File: src/rtl/bram_arb.sv
// bram_arb: round-robin arbiter sharing one single-port bram between fetch (m0) and load/store (m1).
// Define BRAM_ARB_RMW_EN to turn sub-word stores into read-modify-write; otherwise they write the full word.
module bram_arb #(
    parameter int AW = 13,
    parameter int DW = 32
) (
    input  logic            clk_i,
    input  logic            rst_i,
    input  logic            m0_req_i,
    input  logic [AW-1:0]   m0_addr_i,
    output logic            m0_gnt_o,
    output logic [DW-1:0]   m0_rd_data_o,
    output logic            m0_rd_valid_o,
    input  logic            m1_req_i,
    input  logic            m1_we_i,
    input  logic [DW/8-1:0] m1_be_i,
    input  logic [AW-1:0]   m1_addr_i,
    input  logic [DW-1:0]   m1_wr_data_i,
    output logic            m1_gnt_o,
    output logic [DW-1:0]   m1_rd_data_o,
    output logic            m1_rd_valid_o,
    output logic            m1_done_o,
    output logic            mem_rd_en_o,
    output logic [AW-1:0]   mem_addr_o,
    input  logic [DW-1:0]   mem_rd_data_i,
    input  logic            mem_rd_valid_i,
    output logic            mem_wr_en_o,
    output logic [DW-1:0]   mem_wr_data_o
);
    localparam int BW = DW / 8;
    localparam logic [AW-1:0] WORD_MASK = ~AW'(3);

`ifdef BRAM_ARB_RMW_EN
    typedef enum logic {ISSUE, MERGE} state_t;
`else
    typedef enum logic {ISSUE} state_t;
`endif

    state_t state_q, state_d;
    logic   last_q, last_d;     // 1: m1 was granted most recently
    logic   pend_q, pend_d;     // a read is in flight this cycle
    logic   tag_q, tag_d;       // owner of the in-flight read, 1 = m1
    logic   done_q, done_d;
    logic   gnt0, gnt1;
`ifdef BRAM_ARB_RMW_EN
    logic            rmw_q, rmw_d;
    logic [BW-1:0]   be_q, be_d;
    logic [DW-1:0]   wdata_q, wdata_d;
    logic [AW-1:0]   addr_q, addr_d;
`endif

    always_comb begin
        state_d       = state_q;
        last_d        = last_q;
        pend_d        = 1'b0;
        tag_d         = tag_q;
        done_d        = 1'b0;
        gnt0          = 1'b0;
        gnt1          = 1'b0;
        m0_gnt_o      = 1'b0;
        m1_gnt_o      = 1'b0;
        mem_rd_en_o   = 1'b0;
        mem_wr_en_o   = 1'b0;
        mem_addr_o    = '0;
        mem_wr_data_o = '0;
`ifdef BRAM_ARB_RMW_EN
        rmw_d         = 1'b0;
        be_d          = be_q;
        wdata_d       = wdata_q;
        addr_d        = addr_q;
`endif
        if (!rst_i) begin
            case (state_q)
                ISSUE: begin
                    if (m0_req_i && (!m1_req_i || last_q)) begin
                        gnt0 = 1'b1;
                    end else if (m1_req_i) begin
                        gnt1 = 1'b1;
                    end
                    if (gnt0) begin
                        m0_gnt_o    = 1'b1;
                        last_d      = 1'b0;
                        mem_rd_en_o = 1'b1;
                        mem_addr_o  = m0_addr_i & WORD_MASK;
                        pend_d      = 1'b1;
                        tag_d       = 1'b0;
                    end
                    if (gnt1) begin
                        m1_gnt_o = 1'b1;
                        last_d   = 1'b1;
                        if (!m1_we_i) begin
                            mem_rd_en_o = 1'b1;
                            mem_addr_o  = m1_addr_i & WORD_MASK;
                            pend_d      = 1'b1;
                            tag_d       = 1'b1;
                        end else if (m1_be_i == '0) begin
                            done_d = 1'b1;
`ifdef BRAM_ARB_RMW_EN
                        end else if (m1_be_i != '1) begin
                            // read the old word now, merge it next cycle
                            mem_rd_en_o = 1'b1;
                            mem_addr_o  = m1_addr_i & WORD_MASK;
                            pend_d      = 1'b1;
                            tag_d       = 1'b1;
                            rmw_d       = 1'b1;
                            be_d        = m1_be_i;
                            wdata_d     = m1_wr_data_i;
                            addr_d      = m1_addr_i & WORD_MASK;
                            state_d     = MERGE;
`endif
                        end else begin
                            mem_wr_en_o   = 1'b1;
                            mem_addr_o    = m1_addr_i & WORD_MASK;
                            mem_wr_data_o = m1_wr_data_i;
                            done_d        = 1'b1;
                        end
                    end
                end
`ifdef BRAM_ARB_RMW_EN
                MERGE: begin
                    mem_wr_en_o = 1'b1;
                    mem_addr_o  = addr_q;
                    for (int i = 0; i < BW; i++) begin
                        mem_wr_data_o[8*i +: 8] = be_q[i] ? wdata_q[8*i +: 8]
                                                          : mem_rd_data_i[8*i +: 8];
                    end
                    done_d  = 1'b1;
                    state_d = ISSUE;
                end
`endif
                default: state_d = ISSUE;
            endcase
        end
    end

    always_ff @(posedge clk_i) begin
        if (rst_i) begin
            state_q <= ISSUE;
            last_q  <= 1'b1;
            pend_q  <= 1'b0;
            tag_q   <= 1'b0;
            done_q  <= 1'b0;
`ifdef BRAM_ARB_RMW_EN
            rmw_q   <= 1'b0;
            be_q    <= '0;
            wdata_q <= '0;
            addr_q  <= '0;
`endif
        end else begin
            state_q <= state_d;
            last_q  <= last_d;
            pend_q  <= pend_d;
            tag_q   <= tag_d;
            done_q  <= done_d;
`ifdef BRAM_ARB_RMW_EN
            rmw_q   <= rmw_d;
            be_q    <= be_d;
            wdata_q <= wdata_d;
            addr_q  <= addr_d;
`endif
        end
    end

    assign m0_rd_valid_o = !rst_i && pend_q && !tag_q && mem_rd_valid_i;
`ifdef BRAM_ARB_RMW_EN
    // the RMW read-back is consumed by the merge, not returned to m1
    assign m1_rd_valid_o = !rst_i && pend_q && tag_q && !rmw_q && mem_rd_valid_i;
`else
    assign m1_rd_valid_o = !rst_i && pend_q && tag_q && mem_rd_valid_i;
`endif
    assign m0_rd_data_o  = m0_rd_valid_o ? mem_rd_data_i : '0;
    assign m1_rd_data_o  = m1_rd_valid_o ? mem_rd_data_i : '0;
    assign m1_done_o     = !rst_i && done_q;

endmodule

File: config.mk
export PLATFORM = sky130hd
export DESIGN_NAME = bram_arb
export DESIGN_NICKNAME = d
export VERILOG_FILES = /design/src/rtl/bram_arb.sv
export SDC_FILE = /design/constraint.sdc
export NUM_CORES = 1
export LEC_CHECK = 0
export ABC_CLOCK_PERIOD_IN_PS = 2200
export CELL_PAD_IN_SITES_DETAIL_PLACEMENT = 1
export CELL_PAD_IN_SITES_GLOBAL_PLACEMENT = 2
export CORE_MARGIN = 4
export CORE_UTILIZATION = 10
export DETAILED_ROUTE_END_ITERATION = 16
export PLACE_DENSITY_LB_ADDON = 0.12
export SYNTH_ARGS = -nofsm -noshare
export SYNTH_HDL_FRONTEND = slang
export SYNTH_SLANG_ARGS = --single-unit
File: constraint.sdc
create_clock -name clk_i -period 2.2 [get_ports clk_i]
set_clock_uncertainty 0.05 [all_clocks]
set_input_delay 0.44 -clock clk_i [delete_from_list [all_inputs] [get_ports clk_i]]
set_output_delay 0.44 -clock clk_i [all_outputs]
set_load 0.03 [all_outputs]
======== After elaboration in Yosys (flattened, before gate mapping) ========
Cells that the tools add are included.
word-level totals
  latch bits .............................. 0
  bits of input ports ..................... 100
  flip-flop bits (word level) ............. 4
  memories ................................ 0
  output and inout port bits .............. 116
  RAM bits ................................ 0
  memory bits (read-only) ................. 0
operators by class
  mux-type cells .......................... 33
  reductions and logical operators ........ 14
  shift-type cells ........................ 0
  bitwise operators ....................... 1
  add/subtract/negate cells ............... 0
  divide/modulo/power cells ............... 0
  multipliers ............................. 0
  equal/unequal tests ..................... 0
  $lt $le $gt $ge ......................... 0
operators with widths
  cell                number
  2-to-1 mux 32 bit   6
  2-to-1 mux 13 bit   5
  2-to-1 mux 1 bit    22
  logical AND 1 bit   7
  zero test 4 bit     1
  zero test 1 bit     3
  nonzero test 2 bit  1
  OR reduction 2 bit  1
  logical OR 1 bit    1
  inverter 1 bit      1

======== Logic depth before layout (Yosys ltp) ========
Gate-level depths: netlist (run 1).
  depth in word-level cells ............... 10
  depth in mapped cells ................... 4
  depth with buffers taken out ............ 3

======== Least setup slack after synthesis (run 1) ========
No wires, ideal clock.
  kind .................................... input to output
  from .................................... input port rst_i
  to ...................................... output port mem_addr_o[12]
  data arrival time ....................... 1,560 ps
  path buffers ............................ 1
  path slack .............................. 150 ps
  stages .................................. 4
  cells stage by stage .................... nand2b_4 > a221oi_2 > buf_2 > a2bb2oi_1
on the way
  word-level cells in the longest chain between the ends .. 1
RTL lines
  item                line  source
  start: declaration  8     input logic rst_i,
  2-to-1 mux 13 bit   72    if (!rst_i) begin
  end: declaration    24    output logic [AW-1:0] mem_addr_o,
No other way between the ends.

======== Worst setup path after layout (run 1) ========
  from .................................... input port m1_be_i[1]
  to ...................................... output port mem_wr_data_o[11]
on the way
  word-level cells in the longest chain between the ends .. 5
RTL lines
  item                line  source
  start: declaration  16    input logic [DW/8-1:0] m1_be_i,
  zero test 4 bit     96    end else if (m1_be_i == '0) begin
  2-to-1 mux 32 bit   96
  2-to-1 mux 32 bit   91    if (!m1_we_i) begin
  2-to-1 mux 32 bit   88    if (gnt1) begin
  2-to-1 mux 32 bit   72
  end: declaration    28    output logic [DW-1:0] mem_wr_data_o
No other way between the ends.

==> results by group, run 1 <==
Worst setup path
  – Crit path kind: in -> out
  – Critical path endpoint category: primary output
  – CP max FO: 8
  – CP max stage delay: 0.25 ns
  – R2R depth: 3
  – Critical Path Source: m1_be_i[1]
  – Crit path launch type: input port
  – CP max stage cell: nor4_4
  – CP Cell Sequence: buf_2 -> nor4_4 -> buf_4 -> nor4b_4 -> buf_4 -> buf_4 -> and2_1 -> buf_4
  – WP data required: roughly 1.7 ns
  – Most used cell, CP: buf_4
  – CP Buf/Inv Count: 5
  – CP Depth: 8
  – Worst r2r src: last_q
  – Top delay family on crit path: buffers and inverters
  – WP data arrival: approximately 1.7 ns

STA
  – Crit share post-route: 97.5%
  – Final setup fails: 0
  – Worst-case hold slack: just over 0.5 ns
  – RSZ-0062 raised after global routing: true
  – Max frequency: approximately 0.47 GHz
  – Period minus WS final: 2.15 ns
  – Fin. max-slew vios: 0
  – Final Hold Fails: 0

Yosys
  – YS warnings: 0
  – Mapped Cells: about 150
  – Syn avg cell area: 6.99 sq um
  – Largest cells by area after synthesis: and2_1, a22o_1, dfxtp_1
  – Synth Cell Area: between 0.001 and 0.0015 sq mm
  – Yosys cell types: 27
  – Seq/Total Area, Yosys: approximately 7.7%
  – Synthesis-stage register bit count: 4
  – Top cell type's share of synthesized area: roughly 58%
  – Ys async rst share: 0%
  – Dominant synthesized flop cell: dfxtp_1
  – Post-synth EDFFs: 0
  – Post-synth top area cell: and2_1

Detailed routing
  – Max layer used: met4
  – Met1 WL: between 2000 and 3000 um
  – Routed via count: roughly 1900
  – ANT nets after route: 0
  – Met3 wire length: 1010 um
  – First-pass DRT Iterations: 3
  – # DRC: 0
  – Drt via density: 3.73
  – Avg WL per Cell: 15.4 um
  – DR WL met2: between 4000 and 5000 um
  – WL final: approximately 8000 um
  – Initial DRC count: 44

Finish
  – Antenna cells: 0
  – Nets: between 400 and 500
  – Area grow syn2layout: 233%
  – Final core utilization: a little over a third
  – Filler cells: 1190
  – Share of cells above drive strength 1: 46.8%
  – Finished Layout Cells: between 500 and 600

Clock network
  – Skew-Pair Late Insertion Delay: roughly 0.21 ns
  – CTS tree: done
  – Clk slew on worst S/H paths: around 0.030 ns
  – CTS Hold Bufs: 0
  – Inserted Clock Buffers: 3
  – Clk root buf: clkbuf_8
  – Clk sinks: 4
  – Max clock buf depth: 2
  – H-tree levels: 1

Worst hold path
  – Worst Min Path Start: tag_q
  – Tightest Hold Check Type: reg -> reg
  – Hold path depth: 2

Floorplan
  – Site row count: 36
  – DIE HEIGHT: 110 um
  – Initial Utilization: 10.5%
  – Core area: 0.00995 sq mm
  – Die area: about 0.012 sq mm
  – Die Wd: 110 um
  – # IOs: roughly 220

GRT
  – Antenna violations before repair: 0
  – Number of global-route vias before repair: about 1900
  – Gr usage total: 10.8%
  – Largest net degree at the start of global routing: 34
  – First-pass GRT wire length: 10300 um
  – Global route overflow: 0

Pwr
  – Leakage power total: 1.68 nW
  – PwrDens: about 210 mW/mm^2
  – Max VDD drop: about 0.00028 V

Place
  – Dpl cells: roughly 490
  – Final HPWL DP: 6300 um
  – Routability Congestion: between 0.7 and 0.8
  – IO Port Bufs: 209

Flow run
  – Max Cap Viol: 0

Status
  – Status: finished clean
[flip-flops by register name (all words and copies together) (netlist names)]
register  cells
last_q        1
pend_q        1
tag_q         1
done_q        1
[per-layer routing]
metal / track usage (%) / up-vias
li1: - / 930
met5: 0 / -
met3: 4.25 / 2
met1: 11.3 / 844
met2: 21.2 / 114
met4: 0.623 / 0
[through the flow]
stage	TNS, ns	total power [W]	worst slack, ns	area (sq um)
CTS	0	0.000723	0.0165	3400
global placement	-16.92	0.000549	-0.338	3150
floorplan	0	0.000256	0.150	1040
detailed placement	-18.11	0.000552	-0.361	3150
global route	-0.0785	0.000759	-0.0247	3470
finish	0	0.000713	0.0548	3470
[where the power goes]
part           total [W]  leakage (nW)  internal [W]  switching [W]
sequential     0.0000823        0.0331     0.0000776     0.00000468
combinational   0.000483          1.62      0.000276       0.000206
clock           0.000148        0.0216      0.000116      0.0000321
total           0.000713          1.68      0.000470       0.000243
[synth_stat cells (2+ instances only)]
library cell	instances
dfxtp_1	4
clkbuf_1	4
buf_4	2
nand2_1	3
and2_1	97
nor2b_1	2
buf_2	6
a21oi_1	2
inv_1	2
a22o_1	10
[timing repair]
action	4_1_cts	5_1_grt
setup endpoints to repair	110	30
hold endpoints to repair	0	0
cloned	4	0
setup buffers	10	1
resized for setup	52	28
pin swaps	5	1
[layout by cell type, fill, tap and decap left out, types with 2 or more instances in the layout]
cell and instances:
a22o_1 10, buf_4 101, bufbuf_16 2, conb_1 2, clkdlybuf4s50_1 86, nor2b_1 2, nand2_2 2, buf_2 7
clkbuf_8 3, buf_12 7, a21oi_1 2, and2_4 16, dfxtp_1 4, buf_6 28, and2_1 81
[path summary, 6_finish.rpt]
| kind | end | slack (ns) |
|---|---|---|
| min reg2reg | tag_q | 0.51 |
| min | tag_q | 0.51 |
| max | mem_wr_data_o[11] | 0.05 |
| max reg2reg | pend_q | 1.04 |
[final cells by class]
class                   count  area [sq um]  share of cell area (%)
inverters                   2          7.51                   0.217
repair buffers            234          2220                    64.0
flip-flops and latches      4          80.1                    2.31
well taps                 133           166                    4.80
multi-input cells         131           953                    27.5
clock buffers               3          41.3                    1.19
[tightest hold or removal path, delay by kind of cell (launching register included)]
kind,cells,cell delay [ns]
flip-flops,1,0.32
AO/OA/AOI/OAI,2,0.18
[logic make-up (layout without fill, tap and decap cells)]
| family | count (synthesis) | count (layout) | synth area share (%) |
|---|---|---|---|
| DFF | 4 | 4 | 7.69 |
| AOI/OAI and AO/OA | 17 | 17 | 13.6 |
| buffers and inverters | 15 | 239 | 6.97 |
| and+or+nand+nor | 112 | 112 | 71.4 |
| other | 1 | 2 | 0.360 |
(Power assumes the default switching activity.)
==> inputs of run 2 (changes only) <==
==> constraint.sdc (replaced) <==
create_clock -name clk_i -period 2.2 [get_ports clk_i]
set_clock_uncertainty 0.05 [all_clocks]
set_input_delay 0.44 -clock clk_i [delete_from_list [all_inputs] [get_ports clk_i]]
set_output_delay 0.44 -clock clk_i [all_outputs]
set_load 0.005 [all_outputs]
==> run 2 against run 1 <==
Net effect:
- the flow now finishes with violations (negative setup slack)
- fmax shrank 2.7%
- non-clock buffer count increased by 21
- worst setup slack worse by 0.059 ns
- hold slack got worse by 0.0023 ns
- sequential power rose by 2%
- clock power is essentially flat
- largest cell class unchanged
==> results by group, run 2 (synthesis results as in run 1) <==
Status
  – Status: finished with violations (was finished clean)
  – Failing checks: negative setup slack

GRT
  – First-pass GRT wire length: 11500 um (was 10300 um)
  – Gr usage total: 12.3% (was 10.8%)
  – Antenna violations before repair: 0 (unchanged)
  – Number of global-route vias before repair: 2059 (was 1938)
  – Global route overflow: 0 (unchanged)
  – Largest net degree at the start of global routing: 18 (was 34)

Place
  – Final HPWL DP: 6530 um (was 6300 um)
  – Routability Congestion: 0.705 (was 0.720)
  – Dpl cell area: 0.00340 sq mm (was 0.00315 sq mm)
  – IO Port Bufs: 209 (unchanged)

Finish
  – Final core utilization: 35.5% (was 34.8%)
  – Layout Cell Area excl Fill: 0.00354 sq mm (was 0.00347 sq mm)
  – Antenna cells: 0 (unchanged)
  – Filler cells: 1209 (was 1190)
  – Nets: 497 (was 476)
  – Share of cells above drive strength 1: 35.9% (was 46.8%)
  – Commonest non-fill, non-tap cell in the layout: and2_1 (was buf_4)
  – Area grow syn2layout: 240% (was 233%)
  – Commonest cells after routing, fill and taps aside: and2_1, clkdlybuf4s50_1, dlygate4sd2_1 (was buf_4, clkdlybuf4s50_1, and2_1)

STA
  – Final setup margin: -0.00428 ns (was 0.0548 ns)
  – Max frequency: 0.454 GHz (was 0.466 GHz)
  – Final setup fails: 2 (was 0)
  – Final Hold Fails: 0 (unchanged)
  – RSZ-0062 raised after global routing: true (unchanged)
  – Crit share post-route: 100% (was 97.5%)
  – Fin. max-slew vios: 0 (unchanged)
  – Period minus WS final: 2.20 ns (was 2.15 ns)

Clock network
  – Max clock buf depth: 2 (unchanged)
  – CTS tree: done (unchanged)
  – Clk slew on worst S/H paths: 0.03 ns (about the same)
  – Inserted Clock Buffers: 3 (unchanged)
  – H-tree levels: 1 (unchanged)
  – Clk sinks: 4 (unchanged)
  – Clk root buf: clkbuf_8 (unchanged)
  – CTS Hold Bufs: 0 (unchanged)
  – Skew-Pair Late Insertion Delay: 0.21 ns (about the same)

Detailed routing
  – First-pass DRT Iterations: 4 (was 3)
  – Drt via density: 3.76 (was 3.73)
  – Routed via count: 1983 (was 1890)
  – ANT nets after route: 0 (unchanged)
  – Avg WL per Cell: 15.9 um (was 15.4 um)
  – Initial DRC count: 47 (was 44)
  – # DRC: 0 (unchanged)
  – WL final: 8380 um (was 7800 um)

Worst setup path
  – Worst r2r src: last_q (unchanged)
  – Critical Path Source: m1_be_i[0] (was m1_be_i[1])
  – Crit path launch type: input port (unchanged)
  – CP max stage cell: nor4_4 (unchanged)
  – Top delay family on crit path: buffers and inverters (unchanged)
  – Crit path kind: in -> out (unchanged)
  – CP max FO: 4 (was 8)
  – R2R depth: 3 (unchanged)
  – CP max stage delay: 0.24 ns (was 0.25 ns)
  – Most used cell, CP: buf_6 (was buf_4)
  – Reg2reg end: pend_q (unchanged)
  – WP data arrival: 1.71 ns (was 1.66 ns)
  – Critical path endpoint category: primary output (unchanged)
  – WP data required: 1.71 ns (about the same)
  – R2R Setup Slk: 1.17 ns (was 1.04 ns)
  – CP Buf/Inv Count: 6 (was 5)
  – CP Cell Sequence: buf_6 -> nor4_4 -> buf_4 -> a221oi_4 -> buf_6 -> buf_6 -> buf_6 -> a22o_1 -> buf_2 (was buf_2 -> nor4_4 -> buf_4 -> nor4b_4 -> buf_4 -> buf_4 -> and2_1 -> buf_4)

Floorplan
  – Die Wd: 110 um (unchanged)
  – # IOs: 216 (unchanged)
  – Site row count: 36 (unchanged)
  – DIE HEIGHT: 110 um (unchanged)
  – Die area: 0.0121 sq mm (unchanged)
  – Initial Utilization: 10.5% (unchanged)
  – Core area: 0.00995 sq mm (unchanged)

Flow run
  – Max Cap Viol: 0 (unchanged)

Worst hold path
  – Worst Min Path Start: last_q (was tag_q)
  – Worst hold path endpoint: last_q (was tag_q)
  – Tightest Hold Check Type: reg -> reg (unchanged)
  – Hold path depth: 2 (unchanged)

Pwr
  – Leakage power total: 1.86 nW (was 1.68 nW)
  – PwrDens: 180 mW/mm^2 (was 206 mW/mm^2)
  – Max VDD drop: 0.000145 V (was 0.000282 V)
run 2: power by group:
group / internal (W) / total (W) / switching, W / leakage (nW)
Sequential: 0.0000780 / 0.0000837 / 0.00000567 / 0.0329
Combinational: 0.000281 / 0.000402 / 0.000121 / 1.81
Clock: 0.000116 / 0.000151 / 0.0000349 / 0.0216
Total: 0.000476 / 0.000637 / 0.000161 / 1.86
run 2: layer usage:
metal	wire [um]	vias up	part of all wire (%)	global-route usage [%]
met2	4450	114	53	24.0
met4	83	0	0.99	1.25
met5	0	-	0	0
met3	924	4	11	4.19
li1	-	976	-	-
met1	2920	889	35	13.0
run 2: how the worst max path moves through the flow:
| stage | end | slack, ns | cells past startpoint |
|---|---|---|---|
| 6_report | mem_addr_o[8] | -0.004 | 9 |
| 5_1_grt | mem_addr_o[11] | -0.09 | 9 |
| 4_1_cts | mem_wr_data_o[23] | -0.07 | 8 |
| 3_5_place_dp | mem_wr_data_o[21] | -0.65 | 7 |
| 3_3_place_gp | mem_wr_data_o[21] | -0.64 | 7 |
| 2_1_floorplan | mem_addr_o[10] | 0.39 | 4 |
run 2: area by class of cell:
type,instances,area (sq um),area share (%)
Sequential cell,4,81.3,2.30
Tap cell,133,166,4.71
Multi-Input combinational cell,131,961,27.2
Timing Repair Buffer,255,2280,64.4
Clock buffer,3,41.3,1.17
Inverter,2,7.51,0.212
run 2: repair_timing:
action / CTS / global route
resized for setup: 288 / 65
pin swaps: 10 / 11
setup endpoints to repair: 114 / 65
gates cloned: 6 / 0
setup buffers: 36 / 4
run 2: stage by stage:
step	setup slack (ns)	setup TNS [ns]	cells	power, W	hold slack, ns
after floorplan	0.392	0	150	0.000161	0.446
after global placement	-0.640	-54.70	494	0.000466	0.492
after detailed placement	-0.649	-55.74	494	0.000468	0.497
after CTS	-0.0677	-0.612	525	0.000643	0.532
after global routing	-0.0864	-0.607	528	0.000682	0.542
final	-0.00428	-0.00573	528	0.000637	0.504
run 2: worst min-delay path: cells and delay by family (launching register included):
| kind | cells | cell delay (ns) |
|---|---|---|
| compound gates | 1 | 0.08 |
| buf+inv | 1 | 0.06 |
| flops | 1 | 0.36 |
